===== config.mk =====
export PLATFORM = sky130hd
export DESIGN_NAME = mux4p1_tdm
export DESIGN_NICKNAME = d
export VERILOG_FILES = /design/src/rtl/mux4p1_tdm_pkg.sv /design/src/rtl/mux4p1_sel.sv /design/src/rtl/mux4p1_tdm.sv
export SDC_FILE = /design/constraint.sdc
export NUM_CORES = 1
export LEC_CHECK = 0
export CAP_MARGIN = 20
export CORE_AREA = 8 8 45 47
export DETAILED_ROUTE_END_ITERATION = 10
export DIE_AREA = 0 0 53 55
export DONT_BUFFER_PORTS = 1
export GPL_ROUTABILITY_DRIVEN = 0
export SLEW_MARGIN = 20
export SYNTH_ARGS = -nofsm -noshare
export SYNTH_HDL_FRONTEND = slang
export SYNTH_SLANG_ARGS = --single-unit

===== constraint.sdc =====
create_clock -name clk -period 3.95 [get_ports clk]
set_input_delay 0.5925 -clock clk [delete_from_list [all_inputs] [get_ports clk]]
set_output_delay 0.5925 -clock clk [all_outputs]
set_load 0.02 [all_outputs]

===== src/rtl/mux4p1_tdm_pkg.sv =====
// mux4p1_tdm_pkg: shared lane count, select width and lane index constants.
package mux4p1_tdm_pkg;
    localparam int LANES = 4;
    localparam int SEL_W = 2;
    typedef logic [SEL_W-1:0] sel_t;
    localparam sel_t LANE0 = 2'd0;
    localparam sel_t LANE1 = 2'd1;
    localparam sel_t LANE2 = 2'd2;
    localparam sel_t LANE3 = 2'd3;
endpackage


===== src/rtl/mux4p1_sel.sv =====
// mux4p1_sel: combinational 4:1 lane selector.
module mux4p1_sel
    import mux4p1_tdm_pkg::*;
#(
    parameter int W = 1
) (
    input  logic [LANES*W-1:0] lanes,
    input  sel_t               sel,
    output logic [W-1:0]       lane
);
    assign lane = lanes[int'(sel)*W +: W];
endmodule


===== src/rtl/mux4p1_tdm.sv =====
// mux4p1_tdm: time-division 4:1 serializer, one captured lane per enabled cycle.
module mux4p1_tdm
    import mux4p1_tdm_pkg::*;
#(
    parameter int W = 1
) (
    input  logic               clk,
    input  logic               rst,
    input  logic               en,
    input  logic [LANES*W-1:0] lanes_in,
    output logic [W-1:0]       data_out,
    output sel_t               sel_out,
    output logic               frame_start,
    output logic               out_valid
);
    sel_t               cnt;
    logic [LANES*W-1:0] shadow;
    logic [W-1:0]       shadow_lane;

    mux4p1_sel #(.W(W)) u_sel (
        .lanes(shadow),
        .sel  (cnt),
        .lane (shadow_lane)
    );

    // lane 0 bypasses the shadow so a frame starts without extra latency
    always_ff @(posedge clk) begin
        if (rst) begin
            cnt         <= LANE0;
            shadow      <= '0;
            data_out    <= '0;
            sel_out     <= LANE0;
            frame_start <= 1'b0;
            out_valid   <= 1'b0;
        end else if (en) begin
            if (cnt == LANE0) shadow <= lanes_in;
            data_out    <= (cnt == LANE0) ? lanes_in[W-1:0] : shadow_lane;
            frame_start <= (cnt == LANE0);
            sel_out     <= cnt;
            out_valid   <= 1'b1;
            cnt         <= cnt + 2'd1;
        end else begin
            frame_start <= 1'b0;
            out_valid   <= 1'b0;
        end
    end
endmodule


==> results.toml, run 1 <==
[synth]
yosys_warnings = 0
ys_seq_elements = 11
yosysSeqAreaShare_pct = 51.01
async_flop_share_pct = 0
yosysTopAreaCell = "dfxtp_1"
avgSynthCellArea_sq_um = 9.384
yosys_most_used_dff = "dfxtp_1"
synth_common_cells = "dfxtp_1 (11), nand2_1 (6), mux2i_1 (5), nor2_1 (5)"
synth.net_count = 54
yosysMostFrequentCell = "dfxtp_1"
synth_cells = 46
synth_edf_count = 0
netlist_area_sq_um = 431.7
synth.distinct_cells = 15
netlist.area_leader.share_pct = 51.01
synth_area_leaders = "dfxtp_1 (51%), mux2i_1 (12%), nand2_1 (5.2%)"

[sta]
whs_ns = 0.3924
clock_skew_ns = 0.002195
drv_slew = 0
fin_crit_ns = 1.389
worst_pin_slew_ns = 0.2413
worst_slack_ns = 2.561
grt_setup_unrepaired = "false"
period_share_pct = 35.15
final_hold_viol_count = 0
fmax_mhz = 720.2
tns_ns = 0
setup_viol = 0
slew_headroom_pct = 83.89

[final_layout]
drive_gt1_share_pct = 8.333
syn_to_final_growth_pct = 8.696
finalNonFillerCells = 64
fillers = 151
fin_area_sq_um = 469.2
fin_nets = 57
n_antenna_cell = 0

[route]
route.detailed.drc = 0
detail_route.wl_per_cell_microns = 12.34
finalWirelength_microns = 790
antenna_left = 0
vias = 299
drt_first_pass_iters = 2
vias_per_cell = 4.672
drtIter0Drc = 3

[die]
die_area_sq_um = 2915
rows = 14
initial_utilization_pct = 31.19
dieWidth_microns = 53
io-pin-count = 12
die_h_microns = 55
coreArea_sq_um = 1384

[global_routing]
grt_pass1_vias = 280
grt_use_total_pct = 6.182
grt_max_degree = 13
grt_first_pass_wirelength_microns = 1228
antenna_found_initial = 0
grt-ovfl-total = 0

[clocking]
htree_levels = 1
cts_resized = 0
tritoncts = "built"
cts_root_buf = "clkbuf_4"
insertion_delay_ns = 0.26
ctsHoldBuffers = 0
cts_buffers = 3
cts.sinks = 11
postCtsSetupBuffers = 0
ctsLongestPathBuffers = 2
clkSlewWorstSetupHoldPaths_ns = 0.06

[power]
p_leak_nw = 0.1770
ir_drop_uv = 132.8
p_per_area_nw_per_um2 = 475.5
p_switching_mw = 0.05403
internal_power_mw = 0.1691
seq_power_share_pct = 57.7
clock_power_share_pct = 32.5
comb_power_share_pct = 9.8
sw_frac_of_total_pct = 24.22

[placement]
placed_area_sq_um = 442.9
dp.cells = 60
portBuffers = 0
detailed_place_hpwl_microns = 592.3
pre_cts_slack_ns = 2.589

[critical_path]
startpoint_type = "flop"
critPathKind = "reg -> reg"
worstSetupEndpointType = "flop"
worst_ep_required_time_ns = 4.14
cp_data_arrival_time_ns = 1.58
worstPathMaxFanout = 8

[status]
status = "complete, no violations"

[job]
cap_violations = 0

[worst_hold_path]
hold_class = "in -> reg"
==> routing by layer <==
metal	up-vias	track usage, %	routed length (microns)
met4	0	7.759	28
met2	7	8.398	369
met1	131	5.945	308
met5	-	0	0
li1	159	-	-
met3	2	3.476	83
==> path summary, 6_finish.rpt <==
kind,start,end,slack [ns],depth (start not counted)
setup / recovery,cnt[1],data_out,2.56,4
hold / removal,rst,shadow[0],0.39,1
setup reg to reg,cnt[1],data_out,2.56,4
hold reg to reg,shadow[3],shadow[3],0.45,2
==> metrics by stage <==
step	util [%]	total power, mW
2_1_floorplan	-	0.1517
3_3_place_gp	32.01	0.1532
3_5_place_dp	32.01	0.1533
4_1_cts	33.91	0.2273
5_1_grt	33.91	0.2393
6_report	33.91	0.2231
==> critical path, cell delays in order, from the launching register on <==
cell     delay, ns
dfxtp_1       0.43
inv_1         0.07
ha_1          0.26
or3_1         0.39
a41oi_2       0.17
==> layout by cell type (no fill, tap or decap) <==
cell type / n
o21bai_1: 1
or3_1: 2
nand3_1: 4
nor2_1: 5
nor2b_1: 1
clkbuf_1: 1
a21oi_1: 4
xnor2_1: 1
a41oi_2: 1
inv_1: 2
clkbuf_4: 3
dfxtp_1: 11
ha_1: 1
mux2i_1: 5
nand2_1: 6
==> flip-flops by register name, indices dropped and copies added, names as in the netlist <==
signal,cells
shadow,4
sel_out,2
data_out,1
cnt,2
frame_start,1
out_valid,1
==> logic make-up after synthesis <==
family | share of synthesized area [%]
AOI/OAI and AO/OA | 10.15
xor gates and xnor gates | 2.029
adders and majority gates | 2.898
buffers and inverters | 3.767
DFF | 51.01
muxes | 11.59
and+or+nand+nor | 18.55
==> area by class of cell <==
| class | count | area (sq um) | area share [%] |
|---|---|---|---|
| Multi-Input combinational cell | 31 | 195.2 | 41.60 |
| Tap cell | 16 | 20.02 | 4.267 |
| Sequential cell | 11 | 220.2 | 46.93 |
| Inverter | 2 | 7.507 | 1.600 |
| Clock buffer | 4 | 26.28 | 5.600 |
==> power by group through the flow <==
stage	combinational (mW)	sequential, mW	clock [mW]
6_report	0.0218	0.129	0.0726
5_1_grt	0.0245	0.130	0.0850
4_1_cts	0.0220	0.129	0.0763
3_5_place_dp	0.0219	0.131	0
3_3_place_gp	0.0219	0.131	0
2_1_floorplan	0.0219	0.130	0
(Power assumes the default switching activity.)
==> run 2, diff against run 1 <==
clock period = 1.12 ns   (was 3.95 ns; I/O delays follow)
==> results.toml, run 2 (synthesis results as in run 1) <==
[status]
status = "finished with violations"
violations = "setup timing"

[power]
ir_drop_uv = 647.0
p_per_area_nw_per_um2 = 1550
p_leak_nw = 0.2152

[die]
die_h_microns = 55
dieWidth_microns = 53
initial_utilization_pct = 31.19
coreArea_sq_um = 1384
rows = 14
die_area_sq_um = 2915
io-pin-count = 12

[critical_path]
cp_top_family = "flip-flops"
cp_data_arrival_time_ns = 1.34
critPathSlowestCell = "dfxtp_4"
worst_ep_required_time_ns = 1.32
critPathKind = "reg -> reg"
worst-path-buf-inv = 1
crit_path_max_incr_delay_ns = 0.37
worstSetupEndpointType = "flop"
startpoint_type = "flop"
cp_cell_sequence = "inv_2, ha_4, or3_4, a41oi_2"
worstPathMaxFanout = 4

[sta]
final_hold_viol_count = 0
drv_slew = 0
worst_pin_slew_ns = 0.3833
fin_crit_ns = 1.139
fmax_mhz = 877.8
setup_viol = 1
clock_skew_ns = 0.002415
slew_headroom_pct = 74.36
worst_slack_ns = -0.01915
grt_setup_unrepaired = "true"
period_share_pct = 101.7

[global_routing]
grt_use_total_pct = 7.021
use_met2_pct = 9.766
grt_pass1_vias = 305
grt-ovfl-total = 0
grt_max_degree = 13
grt-busiest-layer = "met2"
grt_util_met3_pct = 5.615
use_met1_pct = 7.834
antenna_found_initial = 0
grt_first_pass_wirelength_microns = 1442

[final_layout]
regArea_sq_um = 225.2
regMostFlops = "shadow"
drive_gt1_share_pct = 30.91
multi_input_area_sq_um = 220.2
n_antenna_cell = 0
final_common_cell = "dfxtp_1"
fillers = 145
syn_to_final_growth_pct = 28.99
utilization_pct = 40.24
final_cell_mix = "dfxtp_1 (9), mux2i_1 (5), nand2_1 (5), nor2_1 (5), buf_4 (5)"
largest_reg_flops = 4
fin_nets = 64
largestRegisters = "shadow (4), cnt (2), sel_out (2)"
fin_area_sq_um = 556.8

[clocking]
cts_root_buf = "clkbuf_4"
cts.sinks = 11
htree_levels = 1
ctsLongestPathBuffers = 2
insertion_delay_ns = 0.27
cts_buffers = 3
tritoncts = "built"
clkSlewWorstSetupHoldPaths_ns = 0.07

[route]
drt_first_pass_iters = 4
antenna_left = 0
finalWirelength_microns = 946
detail_route.wl_per_cell_microns = 13.32
route.detailed.drc = 0
vias = 347
drtIter0Drc = 10
vias_per_cell = 4.887

[job]
cap_violations = 0

[placement]
pre_cts_slack_ns = 0.003269
placed_area_sq_um = 498.0
detailed_place_hpwl_microns = 644.2
portBuffers = 0

[worst_hold_path]
hold_class = "in -> reg"
-- run 2: cell count changes in the layout (fill, tap and decap cells not counted), moves of 2 or more --
cell | before | now
buf_4 | 0 | 5
dfxtp_1 | 11 | 9
dlygate4sd3_1 | 0 | 2
inv_1 | 2 | 0
inv_2 | 0 | 2
-- run 2: area by class of cell --
class,instances,share of cell area (%)
flip-flops and latches,11,40.45
multi-input cells,31,39.55
repair buffers,7,10.34
clock buffers,4,4.719
well taps,16,3.596
inverters,2,1.348
-- run 2: worst paths after layout --
kind	start	to	slack (ns)	cells past startpoint
max	cnt[1]	data_out	-0.02	4
min	en	shadow[2]	0.02	2
max reg2reg	cnt[1]	data_out	-0.02	4
min reg2reg	shadow[2]	shadow[2]	0.46	2
-- run 2: timing repair --
| item | CTS | global route |
|---|---|---|
| hold buffers | 1 | 1 |
| gates cloned | 0 | 0 |
| setup buffers | 0 | 0 |
| endpoints found under the hold margin | 10 | 1 |
| pin swaps | 2 | 2 |
| endpoints found under the setup margin | 1 | 5 |
| gates resized for setup | 0 | 3 |
-- run 2: power breakdown --
part	switching [mW]	total [mW]	leakage (nW)	internal, mW
Sequential	0.0289	0.450	0.0915	0.421
Clock	0.134	0.272	0.0150	0.138
Combinational	0.0656	0.141	0.109	0.0758
-- run 2: layer usage --
layer / up-vias / part of all wire, %
met1: 156 / 44
met3: 0 / 12
met5: - / 0
met2: 15 / 44
met4: 0 / 0
li1: 176 / -
-- run 2: stage by stage --
step	total power [mW]	cells	hold WS (ns)	TNS (ns)
floorplan	0.5482	46	0.3195	-0.007821
global placement	0.5799	65	0.2338	0
detailed placement	0.5815	65	0.2361	0
CTS	0.8682	70	0.009155	-0.006297
global route	0.9183	71	0.01180	-0.1503
finish	0.8628	71	0.02130	-0.01915
